===== src/rtl/layer_encoder.sv =====
// layer_encoder
//   Pixel-layer priority encoder with frame-level collision detect and a
//   day/night palette flash sequencer.
//
//   Parameters
//     FLASH_FRAMES  frames the invert output toggles during a flash (1..255)
//
//   Ports
//     clk, rst                      clock, synchronous active-high reset
//     pix_en                        pixel strobe; pipeline advances only when 1
//     frame_start                   one-cycle start-of-frame pulse
//     hit[3:0]                      per-layer coverage (0 bg, 1 obstacle,
//                                   2 dino, 3 score)
//     de_in, hsync_in, vsync_in     timing aligned with hit
//     invert_req                    request a flash sequence
//     is_colored, layer[1:0]        winning layer, 2 strobes after hit
//     de_out, hsync_out, vsync_out  timing delayed to match is_colored/layer
//     invert                        palette inversion for the colour decoder
//     collision                     dino/obstacle overlap in previous frame
//     flashing                      flash sequence in progress
module layer_encoder #(
    parameter int unsigned FLASH_FRAMES = 8
) (
    input  logic       clk,
    input  logic       rst,
    input  logic       pix_en,
    input  logic       frame_start,
    input  logic [3:0] hit,
    input  logic       de_in,
    input  logic       hsync_in,
    input  logic       vsync_in,
    input  logic       invert_req,
    output logic       is_colored,
    output logic [1:0] layer,
    output logic       de_out,
    output logic       hsync_out,
    output logic       vsync_out,
    output logic       invert,
    output logic       collision,
    output logic       flashing
);

    localparam logic [7:0] CNT_INIT = 8'(FLASH_FRAMES - 1);

    typedef enum logic {
        IDLE,
        FLASH
    } state_t;

    // Stage 1 registers
    logic [3:0] hit_s1_q, hit_s1_d;
    logic       de_s1_q, de_s1_d;
    logic       hs_s1_q, hs_s1_d;
    logic       vs_s1_q, vs_s1_d;

    // Stage 2 (output) registers
    logic       is_colored_q, is_colored_d;
    logic [1:0] layer_q, layer_d;
    logic       de_out_q, de_out_d;
    logic       hsync_out_q, hsync_out_d;
    logic       vsync_out_q, vsync_out_d;

    // Collision tracking
    logic       coll_acc_q, coll_acc_d;
    logic       collision_q, collision_d;
    logic       detect;

    // Flash sequencer
    state_t     state_q, state_d;
    logic       req_pend_q, req_pend_d;
    logic [7:0] cnt_q, cnt_d;
    logic       invert_q, invert_d;
    logic       base_q, base_d;
    logic       flashing_q, flashing_d;

    // Pixel pipeline
    always_comb begin
        hit_s1_d     = hit_s1_q;
        de_s1_d      = de_s1_q;
        hs_s1_d      = hs_s1_q;
        vs_s1_d      = vs_s1_q;
        is_colored_d = is_colored_q;
        layer_d      = layer_q;
        de_out_d     = de_out_q;
        hsync_out_d  = hsync_out_q;
        vsync_out_d  = vsync_out_q;
        if (pix_en) begin
            hit_s1_d    = hit;
            de_s1_d     = de_in;
            hs_s1_d     = hsync_in;
            vs_s1_d     = vsync_in;
            de_out_d    = de_s1_q;
            hsync_out_d = hs_s1_q;
            vsync_out_d = vs_s1_q;
            // Highest set layer wins; blanked or empty pixels report layer 0
            is_colored_d = de_s1_q && (hit_s1_q != 4'b0000);
            if (!de_s1_q)         layer_d = 2'd0;
            else if (hit_s1_q[3]) layer_d = 2'd3;
            else if (hit_s1_q[2]) layer_d = 2'd2;
            else if (hit_s1_q[1]) layer_d = 2'd1;
            else                  layer_d = 2'd0;
        end
    end

    // Collision: a detect on the frame_start cycle belongs to the closing frame
    assign detect = pix_en && de_in && hit[1] && hit[2];

    always_comb begin
        coll_acc_d  = coll_acc_q | detect;
        collision_d = collision_q;
        if (frame_start) begin
            collision_d = coll_acc_q | detect;
            coll_acc_d  = 1'b0;
        end
    end

    // Flash sequencer next state
    always_comb begin
        state_d    = state_q;
        req_pend_d = req_pend_q;
        cnt_d      = cnt_q;
        invert_d   = invert_q;
        base_d     = base_q;
        if (state_q == IDLE) begin
            if (frame_start && (req_pend_q || invert_req)) begin
                state_d    = FLASH;
                base_d     = invert_q;
                req_pend_d = 1'b0;
                cnt_d      = CNT_INIT;
                invert_d   = ~invert_q;
            end else if (invert_req) begin
                req_pend_d = 1'b1;
            end
        end else if (frame_start) begin
            if (cnt_q != 8'd0) begin
                invert_d = ~invert_q;
                cnt_d    = cnt_q - 8'd1;
            end else begin
                // Final frame: force the complement of the starting value
                invert_d = ~base_q;
                state_d  = IDLE;
            end
        end
        flashing_d = (state_d == FLASH);
    end

    always_ff @(posedge clk) begin
        if (rst) begin
            hit_s1_q     <= '0;
            de_s1_q      <= 1'b0;
            hs_s1_q      <= 1'b0;
            vs_s1_q      <= 1'b0;
            is_colored_q <= 1'b0;
            layer_q      <= '0;
            de_out_q     <= 1'b0;
            hsync_out_q  <= 1'b0;
            vsync_out_q  <= 1'b0;
            coll_acc_q   <= 1'b0;
            collision_q  <= 1'b0;
        end else begin
            hit_s1_q     <= hit_s1_d;
            de_s1_q      <= de_s1_d;
            hs_s1_q      <= hs_s1_d;
            vs_s1_q      <= vs_s1_d;
            is_colored_q <= is_colored_d;
            layer_q      <= layer_d;
            de_out_q     <= de_out_d;
            hsync_out_q  <= hsync_out_d;
            vsync_out_q  <= vsync_out_d;
            coll_acc_q   <= coll_acc_d;
            collision_q  <= collision_d;
        end
    end

    always_ff @(posedge clk) begin
        if (rst) begin
            state_q    <= IDLE;
            req_pend_q <= 1'b0;
            cnt_q      <= '0;
            invert_q   <= 1'b0;
            base_q     <= 1'b0;
            flashing_q <= 1'b0;
        end else begin
            state_q    <= state_d;
            req_pend_q <= req_pend_d;
            cnt_q      <= cnt_d;
            invert_q   <= invert_d;
            base_q     <= base_d;
            flashing_q <= flashing_d;
        end
    end

    assign is_colored = is_colored_q;
    assign layer      = layer_q;
    assign de_out     = de_out_q;
    assign hsync_out  = hsync_out_q;
    assign vsync_out  = vsync_out_q;
    assign invert     = invert_q;
    assign collision  = collision_q;
    assign flashing   = flashing_q;

endmodule


===== config.mk =====
export PLATFORM = sky130hd
export DESIGN_NAME = layer_encoder
export DESIGN_NICKNAME = d
export VERILOG_FILES = /design/src/rtl/layer_encoder.sv
export SDC_FILE = /design/constraint.sdc
export NUM_CORES = 1
export LEC_CHECK = 0
export CORE_MARGIN = 8
export CORE_UTILIZATION = 54
export DETAILED_ROUTE_END_ITERATION = 8
export PLACE_DENSITY = 0.82
export REMOVE_ABC_BUFFERS = 1
export SLEW_MARGIN = 20
export SYNTH_ARGS = -nofsm -noshare
export SYNTH_HDL_FRONTEND = slang
export SYNTH_SLANG_ARGS = --single-unit
export TNS_END_PERCENT = 1

===== constraint.sdc =====
create_clock -name clk -period 4.5 [get_ports clk]
set_input_delay 0.45 -clock clk [delete_from_list [all_inputs] [get_ports clk]]
set_output_delay 0.45 -clock clk [all_outputs]
set_load 0.02 [all_outputs]

==> results of run 1 <==
[final cells by class]
| class | count | area, um^2 |
|---|---|---|
| timing repair buffer | 20 | 200 |
| fill | 162 | 583 |
| tap | 27 | 33.8 |
| clock buffer | 4 | 26.3 |
| sequential | 27 | 541 |
| inverter | 4 | 15.0 |
| multi-input combinational | 86 | 583 |
[worst register-to-register path, delay by kind of cell (launching register included)]
family           cells  cell delay (ns)
AND/OR/NAND/NOR      1             0.60
flip-flops           1             0.39
XOR/XNOR             1             0.18
AO/OA/AOI/OAI        2             0.48
[through the flow]
stage / cells / cell area, um^2
3_5_place_dp: 164 / 1370
4_1_cts: 168 / 1400
2_1_floorplan: 117 / 1140
3_3_place_gp: 164 / 1370
5_1_grt: 168 / 1400
6_report: 168 / 1400
[worst max path at each step]
stage                     endpoint  cells past startpoint
after CTS                 cnt_q[6]                      5
final                     cnt_q[6]                      5
after detailed placement  cnt_q[6]                      5
after floorplan           cnt_q[7]                      3
after global routing      cnt_q[6]                      5
after global placement    cnt_q[6]                      5
[power by group through the flow]
stage                     Combinational [W]  Clock [W]  Sequential, W
after global placement            0.0000964          0       0.000277
after global routing               0.000110   0.000118       0.000275
after detailed placement          0.0000993          0       0.000277
after floorplan                   0.0000584          0       0.000278
after CTS                          0.000100   0.000108       0.000272
final                             0.0000997   0.000104       0.000273
[cell families after synthesis]
group | synth area share
buffers and inverters | 0.0260
adder cells (fa/ha/maj) | 0.0217
multiplexers | 0.0954
flip-flops | 0.469
XOR/XNOR | 0.00759
AND/OR/NAND/NOR | 0.202
AO/OA/AOI/OAI | 0.179
[cells in the mapped netlist (2+ instances only)]
master,count,area (um^2)
mux2i_1,11,110
or2_2,2,12.5
a211oi_1,2,15.0
or3_1,3,18.8
nand3_1,2,10.0
nor2_1,15,56.3
nand2_1,2,7.51
nor3_1,2,10.0
or4_1,4,30.0
ha_1,2,25.0
a21oi_1,11,55.1
nand2b_1,5,31.3
dfxtp_1,27,541
o21ai_0,3,15.0
o211ai_1,4,30.0
inv_1,4,15.0
buf_1,2,7.51
o31ai_1,3,22.5
clkbuf_1,2,7.51
[routing by layer]
metal | routed length (um) | vias to the layer above | share of wire
met2 | 1180 | 19 | 0.50
li1 | - | 489 | -
met5 | 0 | - | 0
met1 | 1050 | 453 | 0.44
met3 | 95 | 4 | 0.040
met4 | 36 | 0 | 0.015
==> results.toml, run 1 <==
[setup_path]
ff2ff_path_depth = 4
end_kind = "flop"
crit_path_cell_trace = "clkdlybuf4s50_1 -> inv_1 -> o21ai_0 -> or4_1 -> nand2_1"
path_max_fanout = 22
path_class = "primary input to flop"
reg2reg_from = "cnt_q[3]"
crit_buf_inv = 2
cp_slowest_cell = "clkdlybuf4s50_1"
crit_start = "rst"
required_ns = 4.78
critical_path_arrival_ns = 2.27
cp-start-kind = "primary input"
slowest_delay_ns = 0.77
r2r_slack_ns = 2.73
worstReg2RegEnd = "cnt_q[2]"
crit_family = "buffers and inverters"

[worst_hold_path]
hp-class = "flop to flop"
min_to = "layer[0]"
hold_depth = 2
hp-start = "layer[0]"

[floorplan]
die_w_um = 62.2
initial_core_util = 0.582
dieArea_mm2 = 0.00387
core-area_mm2 = 0.00198
die_h_um = 62.2
num_rows = 16
ios = 21

[power]
power_switching_w = 0.000137
power.share.switching = 0.288
p_per_area_mw_per_mm2 = 341
leakagePower_nw = 0.537
sequentialPowerShare = 0.572
total_power_w = 0.000477
peakVddDrop_mv = 0.229
p_clk_frac = 0.218
p_int_w = 0.000339
combPwrFrac = 0.209

[global_route]
grt.total_usage = 0.124
grt_util_met2 = 0.207
grt_util_met1 = 0.147
grt_pass1_vias = 940
grt_max_degree = 23
met3_usage = 0.0287
grt-busiest-layer = "met2"
antenna_found_initial = 0
grt_overflow = 0
grt_pass1_wl_um = 4110

[timing]
hold-worst-slack_ns = 0.485
final_max_slew_viol_count = 0
finalSetupViolCount = 0
hold_viol = 0
clock.fmax_mhz = 504
skew_ns = 0.00346
rsz0062_at_grt = "no"
fin_crit_ns = 1.99
fin_ws_ns = 2.51
timing.final.crit_share = 0.441
tns_ns = 0
worstMarginPinSlew_ns = 0.753
slew_headroom = 0.497

[routing]
routed_via_density = 5.74
wire_per_inst_um = 14.1
drt_iter0_markers = 23
firstDrtPassIters = 4
routed_wl_um = 2360
ant_nets = 0
num_vias = 965
drc = 0

[logic_synthesis]
seq_area_frac_synth = 0.469
synth-seq-cells = 27
syn_avg_cell_area_um2 = 9.53
synthCells = 121
synth.distinct_cells = 34
synth_edf_count = 0
synth_warnings = 0
synthArstFlopShare = 0
synth_ff_type = "dfxtp_1"
netlist_area_mm2 = 0.00115

[layout]
area_growth_pct = 21.3
layout-drive-gt1-share = 0.0496
n_antenna_cell = 0
layout_common_cells = "dfxtp_1, clkdlybuf4s50_1, nor2_1, a21oi_1, mux2i_1"
mostFrequentLayoutCell = "dfxtp_1"
max_flop_register = "cnt_q"
layout.nets = 156
final_util = 0.706
largest_reg_flops = 8

[clock_tree]
cts_inserted_buffers = 3
ctsLongestPathBuffers = 2
cts.clk_slew.worst_paths_ns = 0.13
hold_buffers = 0
cts.htree.levels = 1
clock-root-buffer = "clkbuf_4"
clock-sinks = 27
postCtsResizedCells = 0
insertion_delay_ns = 0.32
post_cts_buffers = 0
cts_tree = "done"

[place]
hpwlAfterDp_um = 1750
place_congestion = 0.879
io_buffer_count = 20
pre_cts_ws_ns = 2.20

[run_status]
status = "finished clean"

[run]
maxCapViolations = 0
Power figures use the tool's default switching activity.
==> run 2, diff against run 1 <==
--- a/config.mk
+++ b/config.mk
@@ -6,9 +6,9 @@
 export NUM_CORES = 1
 export LEC_CHECK = 0
 export CORE_MARGIN = 8
-export CORE_UTILIZATION = 54
+export CORE_UTILIZATION = 45
 export DETAILED_ROUTE_END_ITERATION = 8
-export PLACE_DENSITY = 0.82
+export PLACE_DENSITY = 0.73
 export REMOVE_ABC_BUFFERS = 1
 export SLEW_MARGIN = 20
 export SYNTH_ARGS = -nofsm -noshare
==> constraint.sdc (replaced) <==
create_clock -name clk -period 1.59 [get_ports clk]
set_input_delay 0.159 -clock clk [delete_from_list [all_inputs] [get_ports clk]]
set_output_delay 0.159 -clock clk [all_outputs]
set_load 0.02 [all_outputs]
==> results.toml, run 2 (synthesis results as in run 1) <==
[floorplan]
dieArea_mm2 = 0.00444
num_rows = 18
die_h_um = 66.6
ios = 21
initial_core_util = 0.470
core-area_mm2 = 0.00245
die_w_um = 66.6

[routing]
drt_iter0_markers = 41
routed_via_density = 5.42
num_vias = 1019
routed_wl_um = 2550
ant_nets = 0
firstDrtPassIters = 4
drc = 0
wire_per_inst_um = 13.5

[clock_tree]
cts_inserted_buffers = 3
cts.htree.levels = 1
hold_buffers = 0
clock-root-buffer = "clkbuf_4"
cts.clk_slew.worst_paths_ns = 0.15
ctsLongestPathBuffers = 2
clock-sinks = 27
insertion_delay_ns = 0.33
cts_tree = "done"

[worst_hold_path]
hold_depth = 3
min_to = "hs_s1_q"
hp-class = "primary input to flop"
hp-start = "hsync_in"

[timing]
timing.final.crit_share = 1.05
worstMarginPinSlew_ns = 0.409
hold_viol = 0
rsz0062_at_grt = "yes"
hold-worst-slack_ns = 0.426
skew_ns = 0.00833
fin_crit_ns = 1.68
tns_ns = -0.258
slew_headroom = 0.725
final_max_slew_viol_count = 0
finalSetupViolCount = 6
fin_ws_ns = -0.0871
clock.fmax_mhz = 596

[place]
place_congestion = 0.894
hpwlAfterDp_um = 1920
pre_cts_ws_ns = -0.0855
io_buffer_count = 20

[setup_path]
crit_buf_inv = 1
path_max_fanout = 4
crit_path_cell_trace = "or4_4 -> o211ai_1 -> buf_4 -> xor2_1 -> a21oi_1"
worstReg2RegEnd = "cnt_q[2]"
ff2ff_path_depth = 5
crit_family = "simple AND/OR/NAND/NOR gates"
cp-start-kind = "flop"
critical_path_arrival_ns = 1.90
end_kind = "flop"
required_ns = 1.82
path_class = "flop to flop"
cp_slowest_cell = "or4_4"
r2r_slack_ns = -0.09
slowest_delay_ns = 0.55
reg2reg_from = "cnt_q[3]"

[power]
leakagePower_nw = 0.641
p_per_area_mw_per_mm2 = 924
peakVddDrop_mv = 0.864

[global_route]
grt_pass1_wl_um = 4140
grt.total_usage = 0.117
grt_max_degree = 22
grt_overflow = 0
antenna_found_initial = 0
grt_pass1_vias = 950

[layout]
layout-drive-gt1-share = 0.209
final_util = 0.633
nFillCells = 204
layout.nets = 173
seq_area_um2 = 547
layout_common_cells = "dfxtp_1, clkdlybuf4s50_1, buf_4, nor2_1, mux2i_1"
area_growth_pct = 34.7
largest_reg_flops = 8
multi_input_area_um2 = 593
n_antenna_cell = 0
mostFrequentLayoutCell = "dfxtp_1"
max_flop_register = "cnt_q"

[run]
maxCapViolations = 0

[run_status]
status = "finished, violations left"
violations = "setup timing"
-- run 2: layer usage --
layer / GRT usage / share of wire / up-vias
li1: - / - / 520
met1: 0.141 / 0.46 / 484
met2: 0.188 / 0.50 / 13
met3: 0.0419 / 0.040 / 2
met4: 0.0373 / 0.0059 / 0
met5: 0 / 0 / -
-- run 2: final cells by class --
type	instances	area share
Tap cell	30	0.0242
Clock buffer	3	0.0145
Multi-Input combinational cell	86	0.382
Sequential cell	27	0.352
Inverter	4	0.00966
Clock inverter	1	0.00564
Timing Repair Buffer	37	0.213
-- run 2: how the worst max path moves through the flow --
stage / startpoint / to / slack (ns) / cells past startpoint
detailed placement: cnt_q[3] / cnt_q[2] / -0.09 / 5
CTS: cnt_q[4] / cnt_q[2] / -0.08 / 5
global route: cnt_q[3] / cnt_q[2] / -0.18 / 5
floorplan: cnt_q[3] / cnt_q[7] / 0.006 / 3
finish: cnt_q[3] / cnt_q[2] / -0.09 / 5
global placement: invert_req / cnt_q[4] / -0.07 / 5
-- run 2: worst register-to-register path, stage by stage, from the launching register on --
cell and delay (ns):
dfxtp_2 0.35, or4_4 0.55, o211ai_1 0.29, buf_4 0.17
xor2_1 0.14, a21oi_1 0.07
-- run 2: report_power, final --
group          switching (W)  internal [W]
registers          0.0000422      0.000727
logic               0.000164      0.000191
clock network       0.000209      0.000103
total               0.000416       0.00102
-- run 2: what timing repair did --
item | 4_1_cts | 5_1_grt
endpoints found under the setup margin | 8 | 8
resized for setup | 3 | 6
setup buffers | 1 | 1
pin swaps | 5 | 3
-- run 2: stage by stage --
step                      cells  area, um^2  power (W)
final                       188        1550    0.00144
after floorplan             117        1140   0.000952
after global routing        188        1550    0.00151
after CTS                   187        1530    0.00143
after detailed placement    182        1490    0.00111
after global placement      182        1490    0.00110
==> run 3, diff against run 2 <==
--- a/config.mk
+++ b/config.mk
@@ -5,6 +5,7 @@
 export SDC_FILE = /design/constraint.sdc
 export NUM_CORES = 1
 export LEC_CHECK = 0
+export CAP_MARGIN = 10
 export CORE_MARGIN = 8
 export CORE_UTILIZATION = 45
 export DETAILED_ROUTE_END_ITERATION = 8
==> results of run 3 <==
Final layout, timing and power as in run 2 (identical DEF).
